### config.mk
export PLATFORM = sky130hd
export DESIGN_NAME = tone_event_controller
export DESIGN_NICKNAME = d
export VERILOG_FILES = /design/src/rtl/tone_event_controller.sv
export SDC_FILE = /design/constraint.sdc
export NUM_CORES = 1
export LEC_CHECK = 0
export CAP_MARGIN = 10
export CORE_ASPECT_RATIO = 1.1
export CORE_MARGIN = 2
export CORE_UTILIZATION = 60
export CTS_CLUSTER_DIAMETER = 80
export DETAILED_ROUTE_END_ITERATION = 10
export HOLD_SLACK_MARGIN = 0.03
export PLACE_DENSITY = 0.84
export SLEW_MARGIN = 20
export SYNTH_ARGS = -nofsm -noshare
export SYNTH_HDL_FRONTEND = slang
export SYNTH_SLANG_ARGS = --single-unit
### constraint.sdc
create_clock -name clk -period 5.15 [get_ports clk]
set_clock_uncertainty 0.1 [all_clocks]
set_input_delay 1.03 -clock clk [delete_from_list [all_inputs] [get_ports clk]]
set_output_delay 1.03 -clock clk [all_outputs]
set_load 0.05 [all_outputs]
### src/rtl/tone_event_controller.sv
// rtl/tone_event_controller.sv - prioritised sound-event tone sequencer with play/gap timing
// Optional feature: define TONE_QUEUE_EN to hold one lower-priority request for playback after the gap.
module tone_event_controller #(
  parameter int N_EVT     = 4,
  parameter int BASE_DIV  = 50000,
  parameter int DUR_TICKS = 4,
  parameter int GAP_TICKS = 2,
  localparam int IDW      = (N_EVT > 1) ? $clog2(N_EVT) : 1
) (
  input  logic             clk,
  input  logic             rst,
  input  logic             slowen,
  input  logic [N_EVT-1:0] evt,
  output logic             audio,
  output logic             gain,
  output logic             notshutdown,
  output logic             busy,
  output logic [IDW-1:0]   active_id
);

  localparam int DIVW = (BASE_DIV > 1) ? $clog2(BASE_DIV + 1) : 1;
  localparam int DW   = $clog2(DUR_TICKS * N_EVT + 1);
  localparam int GW   = (GAP_TICKS > 0) ? $clog2(GAP_TICKS + 1) : 1;

  typedef enum logic [1:0] {S_IDLE, S_PLAY, S_GAP} state_t;

  state_t          state_q, state_d;
  logic [DIVW-1:0] div_q, div_d;
  logic [DW-1:0]   dur_q, dur_d;
  logic [GW-1:0]   gap_q, gap_d;
  logic            audio_q, audio_d;
  logic [IDW-1:0]  id_q, id_d;
  logic            pend_valid_q, pend_valid_d;
  logic [IDW-1:0]  pend_id_q, pend_id_d;

  logic            evt_any;
  logic [IDW-1:0]  evt_hi;
  logic            preempt;
  logic            start;
  logic [IDW-1:0]  start_id;
  logic            end_play;
  logic            exit_gap;

  // Find the highest requesting event and whether it outranks the current sound
  always_comb begin
    evt_any = |evt;
    evt_hi  = '0;
    for (int i = 0; i < N_EVT; i++) begin
      if (evt[i]) evt_hi = IDW'(i);
    end
    preempt = evt_any && (evt_hi > id_q);
  end

  // Next-state logic: event selection, tone divider, play and gap tick counting
  always_comb begin
    state_d      = state_q;
    div_d        = div_q;
    dur_d        = dur_q;
    gap_d        = gap_q;
    audio_d      = audio_q;
    id_d         = id_q;
    pend_valid_d = pend_valid_q;
    pend_id_d    = pend_id_q;
    start        = 1'b0;
    start_id     = evt_hi;
    end_play     = 1'b0;
    exit_gap     = 1'b0;

`ifdef TONE_QUEUE_EN
    // Non-preempting requests while sounding are remembered, keeping the highest index
    if (state_q != S_IDLE && evt_any && !preempt &&
        (!pend_valid_q || evt_hi > pend_id_q)) begin
      pend_valid_d = 1'b1;
      pend_id_d    = evt_hi;
    end
`endif

    case (state_q)
      S_IDLE: begin
        if (evt_any) start = 1'b1;
      end
      S_PLAY: begin
        if (preempt) begin
          start = 1'b1;
        end else if (slowen && dur_q == DW'(1)) begin
          end_play = 1'b1;
        end else begin
          if (slowen) dur_d = dur_q - DW'(1);
          if (div_q == DIVW'(1)) begin
            audio_d = ~audio_q;
            div_d   = DIVW'(BASE_DIV >> id_q);
          end else begin
            div_d = div_q - DIVW'(1);
          end
        end
      end
      S_GAP: begin
        if (preempt) begin
          start = 1'b1;
        end else if (slowen) begin
          if (gap_q == GW'(1)) exit_gap = 1'b1;
          else gap_d = gap_q - GW'(1);
        end
      end
      default: state_d = S_IDLE;
    endcase

    if (end_play) begin
      audio_d = 1'b0;
      div_d   = '0;
      dur_d   = '0;
      if (GAP_TICKS == 0) begin
        exit_gap = 1'b1;
      end else begin
        state_d = S_GAP;
        gap_d   = GW'(GAP_TICKS);
      end
    end

    if (exit_gap) begin
      state_d = S_IDLE;
      gap_d   = '0;
      if (pend_valid_d) begin
        start        = 1'b1;
        start_id     = pend_id_d;
        pend_valid_d = 1'b0;
        pend_id_d    = '0;
      end
    end

    if (start) begin
      state_d = S_PLAY;
      id_d    = start_id;
      div_d   = DIVW'(BASE_DIV >> start_id);
      dur_d   = DW'(DUR_TICKS * (int'(start_id) + 1));
      gap_d   = '0;
      audio_d = 1'b0;
    end
  end

  // State registers with immediate silencing on reset
  always_ff @(posedge clk or posedge rst) begin
    if (rst) begin
      state_q      <= S_IDLE;
      div_q        <= '0;
      dur_q        <= '0;
      gap_q        <= '0;
      audio_q      <= 1'b0;
      id_q         <= '0;
      pend_valid_q <= 1'b0;
      pend_id_q    <= '0;
    end else begin
      state_q      <= state_d;
      div_q        <= div_d;
      dur_q        <= dur_d;
      gap_q        <= gap_d;
      audio_q      <= audio_d;
      id_q         <= id_d;
      pend_valid_q <= pend_valid_d;
      pend_id_q    <= pend_id_d;
    end
  end

  assign audio       = audio_q;
  assign gain        = 1'b1;
  assign notshutdown = (state_q != S_IDLE);
  assign busy        = notshutdown;
  assign active_id   = id_q;

endmodule

=== Word-level counts from Yosys, hierarchy flattened ===
Index checks and enable logic that the tools add are counted.

* Register bits after elaboration: 28
* Input port bits: 7

* Add/subtract/negate cells: 4
* Magnitude comparators: 1
* Eq/ne operators: 10
* Shifts and indexed selects: 2
* Multiplexer cells: 42
* Bitwise gates (word level): 1
* Reductions and logical operators: 16

{| class="wikitable"
|+ Operators with widths
! kind !! count
|-
| 2-to-1 mux 16 bit || 6
|-
| >> shifter 16 x 2 -> 16 bit, first input constant || 2
|-
| 2-to-1 mux 5 bit || 6
|-
| 2-to-1 mux 2 bit || 13
|-
| equality test 16 x 1 -> 1 bit, second input constant || 1
|-
| 2-to-1 mux 1 bit || 16
|-
| subtractor 16 x 1 -> 16 bit, second input constant || 1
|-
| AND reduction 4 bit || 3
|-
| nonzero test 3 bit || 3
|-
| != test 4 x 1 -> 1 bit, second input constant || 2
|-
| nonzero test 4 bit || 2
|-
| equality test 5 x 1 -> 1 bit, second input constant || 1
|-
| subtractor 5 x 1 -> 5 bit, second input constant || 1
|-
| equality test 2 x 1 -> 1 bit, second input constant || 2
|-
| != test 4 bit, second input constant || 1
|-
| OR reduction 4 bit || 1
|-
| adder 2 x 1 -> 3 bit, second input constant || 1
|-
| != test 3 x 1 -> 1 bit, second input constant || 1
|-
| != test 3 bit, second input constant || 1
|-
| AND reduction 3 bit || 1
|-
| OR reduction 3 bit || 1
|-
| equality test 2 bit, second input constant || 1
|-
| greater-than comparator 2 bit || 1
|-
| logical AND 1 bit || 2
|-
| 6 further kinds || 6
|}

=== Longest topological paths before layout ===
* Depth in word-level cells: 10
* Mapped depth: 10
* Mapped depth without buffers: 8

=== Worst setup path before layout ===
No wires, ideal clock.

* Kind: input port to flip-flop
* Start point: in evt[3]
* End point: reg div_q[3]
* Arrival: 2.873 ns
* Required time: 4.924 ns
* Slack: 2.051 ns
* Stages on the path: 8
* Buffers on the path: 0
* Path through: nor2_1 inv_1 ha_1 nor2b_1 nor3_1 o211ai_1 a21oi_1 a311o_1

* Cells in the longest elaborated chain, start to end: 7
* Elaborated cells between the ends (all ways): 16
* Those cells by class: order compare (1); eq/ne (2); shift (1); mux (8); reduce/logical (4)

{| class="wikitable"
|+ RTL lines
! item !! line !! source
|-
| start, declared || 13 || <nowiki>input logic [N_EVT-1:0] evt,</nowiki>
|-
| 2-to-1 mux 2 bit (*) || 49 || <nowiki>if (evt[i]) evt_hi = IDW'(i);</nowiki>
|-
| via evt_hi[1] || 37 || <nowiki>logic [IDW-1:0] evt_hi;</nowiki>
|-
| greater-than comparator 2 bit || 51 || <nowiki>preempt = evt_any && (evt_hi > id_q);</nowiki>
|-
| logical AND 1 bit || 51 ||
|-
| 2-to-1 mux 1 bit (on tied branches) || 83, 98 ||
|-
| one-hot mux 1 bit (2 select lines) or 2-to-1 mux 1 bit (tied branches) || 78 || <nowiki>case (state_q)</nowiki>
|-
| != test 3 bit (no line) (tied with other cells) || n/a ||
|-
| AND reduction 3 bit (no line) or 2-to-1 mux 16 bit (tied branches) || n/a ||
|-
| end signal, assigned || 154 || <nowiki>div_q <= div_d;</nowiki>
|-
| end, declared || 28 || <nowiki>logic [DIVW-1:0] div_q, div_d;</nowiki>
|}

The timed path passes the listed nets; every way through them passes the cells marked *.
A chain may end at the register's enable or synchronous reset.

=== Final worst setup path ===
* Start point: in evt[3]
* End point: reg div_q[5]

Same word-level chain as after synthesis.

==> metrics.csv <==
stage;metric;value;unit
timing;setup_viol;0;
die;num_rows;22;
yosys;synth_warnings;0;
timing;setup_tns;0;ns
timing;post-route-min-period;3.76;ns
yosys;synth_area_per_cell;8.61;sq um
timing;rsz0062_at_grt;no;
detailed_routing;drc_errors;0;
detailed_routing;drt-wirelength-per-cell;17.4;microns
worst_setup_path;crit_path_start_kind;primary input;
die;dieArea;4080;sq um
cells_and_area;syn_to_final_growth;6.86;%
cells_and_area;fin_nets;279;
worst_setup_path;reg2reg_from;div_q[6];
detailed_routing;via_per_inst;6.32;
clock_tree;cts_setup_buffers;0;
yosys;ys_async_sr_fraction;100;%
detailed_routing;routed_wl;5.21;mm
timing;slew_headroom;50.4;%
clock_tree;htreeDepth;1;
die;initial_utilization;63.6;%
clock_tree;root_buffer;clkbuf_4;
yosys;ys_seq_area_share;32.5;%
worst_setup_path;criticalPathCategory;primary input to flop;
clock_tree;cts_tree;yes;
clock_tree;cts.sinks;28;
timing;hold_viol_final;0;
pwr;net-switching-power;0.753;mW
pwr;powerDensity;635;nW/um^2
die;coreArea;3390;sq um
global_routing;grt_pass1_vias;1924;
placed_design;dp_slack;1.09;ns
detailed_routing;initialDrtViolationCount;176;
timing;worst_pin_slew;0.741;ns
worst_setup_path;crit_required;5.29;ns
pwr;p_leak;0.969;nW
pwr;power;1.46;mW
pwr;power.share.sequential;30.8;%
timing;setup_ws;1.39;ns
global_routing;grt_start_max_net_pins;29;
pwr;power_frac_comb;61.6;%
pwr;vdd_drop_max;0.360;mV
placed_design;dpl.hpwl;3.84;mm
yosys;netlist_instances;250;
global_routing;antenna_found_initial;0;
detailed_routing;first_pass_iters;4;
pwr;switching_share;51.5;%
detailed_routing;ant_nets;0;
clock_tree;hold_buffers;0;
clock_tree;clk_latency;0.35;ns
cells_and_area;num_antenna_cells;0;
global_routing;grt_usage;29.1;%
die;ioPinCount;13;
die;die_height;66.8;microns
worst_setup_path;critPathArrivalTime;3.90;ns
clock_tree;cts_resized;0;
yosys;syn_area;2150;sq um
detailed_routing;vias;1895;
timing;timing.final.crit_share;73.0;%
cells_and_area;fillers;303;
cells_and_area;drive_above_1_share;4.76;%
clock_tree;cts_made_buffers;3;
cells_and_area;final_util;68.0;%
yosys;syn_nets;276;
worst_setup_path;crit_path_end_kind;flop;
clock_tree;path_clk_slew;0.16;ns
yosys;ys_dominant_reg_cell;dfrtp_1;
global_routing;grt-ovfl-total;0;
pwr;power.internal;0.707;mW
pwr;clockPowerShare;7.7;%
worst_hold_path;min_from;dur_q[1];
yosys;synth_edf_count;0;
job;cap_viol_max_count;0;
run_status;status;completed;
die;die_width;61.1;microns
yosys;ys_ff_latch;28;
placed_design;gp_congestion;0.896;
worst_hold_path;min_path_type;flop to flop;
timing;max_freq;266;MHz
global_routing;grt_pass1_wl;8.84;mm
timing;drv_slew;0;
yosys;synth_cell_types;54;
placed_design;io_buffer_count;11;
worst_setup_path;path_max_fanout;19;
worst_setup_path;startpoint;evt[3];
clock_tree;clockBufferDepth;2;
placed_design;dpl_cell_area;2260;sq um
cells_and_area;design_area;2300;sq um
[metal layers]
metal	wire length, microns	up-vias	track usage, %
li1	-	922	-
met1	2250	909	37.9
met2	2640	55	47.7
met3	224	9	2.72
met4	96	0	13.6
met5	0	-	0
[layout make-up]
class                           count  area [sq um]  share of cell area (%)
Inverter                           18          67.6                    2.94
Timing Repair Buffer               12           118                    5.11
Multi-Input combinational cell    190          1320                    57.3
Tap cell                           48          60.1                    2.61
Sequential cell                    28           701                    30.5
Clock buffer                        4          36.3                    1.58
[kinds of logic (layout without fill, tap and decap cells)]
family | after synthesis | after routing | share of synthesized area [%]
buffers and inverters | 32 | 34 | 6.22
xor gates and xnor gates | 6 | 6 | 2.44
DFF | 28 | 28 | 32.5
AOI/OAI and AO/OA | 71 | 71 | 23.1
and+or+nand+nor | 92 | 92 | 24.1
other | 1 | 1 | 0.174
muxes | 1 | 1 | 0.465
adders and majority gates | 19 | 19 | 11.0
[per-stage QoR]
step	hold slack, ns	instances
after global placement	0.425	296
after CTS	0.471	300
after detailed placement	0.451	296
after global routing	0.494	300
final	0.465	300
after floorplan	0.407	250
[power by group through the flow]
stage	combinational, mW	clock (mW)	sequential (mW)
4_1_cts	0.890	0.115	0.447
3_3_place_gp	0.860	0	0.445
2_1_floorplan	0.688	0	0.429
3_5_place_dp	0.885	0	0.452
5_1_grt	1.00	0.121	0.463
6_report	0.899	0.112	0.449
[synth_stat cells, types with 3 or more instances]
cell	n	area share [%]
clkbuf_1	7	1.2
nor2_1	23	4.0
inv_1	18	3.1
nand4_1	3	0.87
a211o_1	3	1.2
nand3_1	9	2.1
nor4_1	3	0.87
o211ai_1	7	2.4
and3_1	4	1.2
nand2_1	15	2.6
a22oi_1	4	1.4
or3_1	4	1.2
xor2_1	3	1.2
a21oi_1	22	5.1
xnor2_1	3	1.2
nor3_1	8	1.9
buf_2	5	1.2
nor3b_1	3	1.0
nand4b_1	4	1.6
dfrtp_1	28	33
ha_1	19	11
a311o_1	3	1.4
o21ai_0	8	1.9
or4_1	3	1.0
a21o_1	3	1.0
[cells in the final DEF, fill, tap and decap left out, types with 2 or more instances in the layout]
master / count
nor4_1: 3
nand3b_1: 2
xnor2_1: 3
nand4b_1: 4
dfrtp_1: 28
and2_1: 2
and3_1: 4
o21a_1: 2
clkdlybuf4s50_1: 11
nor3b_1: 3
nand4_1: 3
o221ai_1: 2
nor4_2: 2
nand3_1: 9
or4_1: 3
nor3_1: 8
nor2b_1: 2
nor2_1: 23
inv_1: 17
o21ai_1: 2
a311o_1: 3
or3_1: 4
a211o_1: 3
a31oi_1: 2
xor2_1: 3
o21ai_0: 7
o211ai_1: 7
a21oi_1: 22
o21bai_1: 2
nand2_1: 15
a21o_1: 3
a22oi_1: 4
clkbuf_4: 3
ha_1: 19
[critical path: stages]
cell and delay (ns):
clkdlybuf4s50_1 0.46, nor2_1 0.35, inv_1 0.15, ha_1 0.33, nor2b_1 0.19, o21ai_0 0.24, o21a_1 0.61, nor2_1 0.19
a311o_1 0.35
[final timing paths]
kind	endpoint	slack, ns	depth (start not counted)
worst max-delay path	div_q[5]	1.39	9
worst min-delay path	dur_q[1]	0.47	2
worst max register to register	div_q[3]	2.23	5
worst min register to register	dur_q[1]	0.47	2
max in group asynchronous	div_q[12]	3.62	2
min in group asynchronous	audio	0.93	2
[sequential cells by signal (all words and copies together) (netlist names)]
name / cells
div_q: 16
state_q: 2
audio: 1
dur_q: 5
gap_q: 2
active_id: 2
Power figures use the tool's default switching activity.
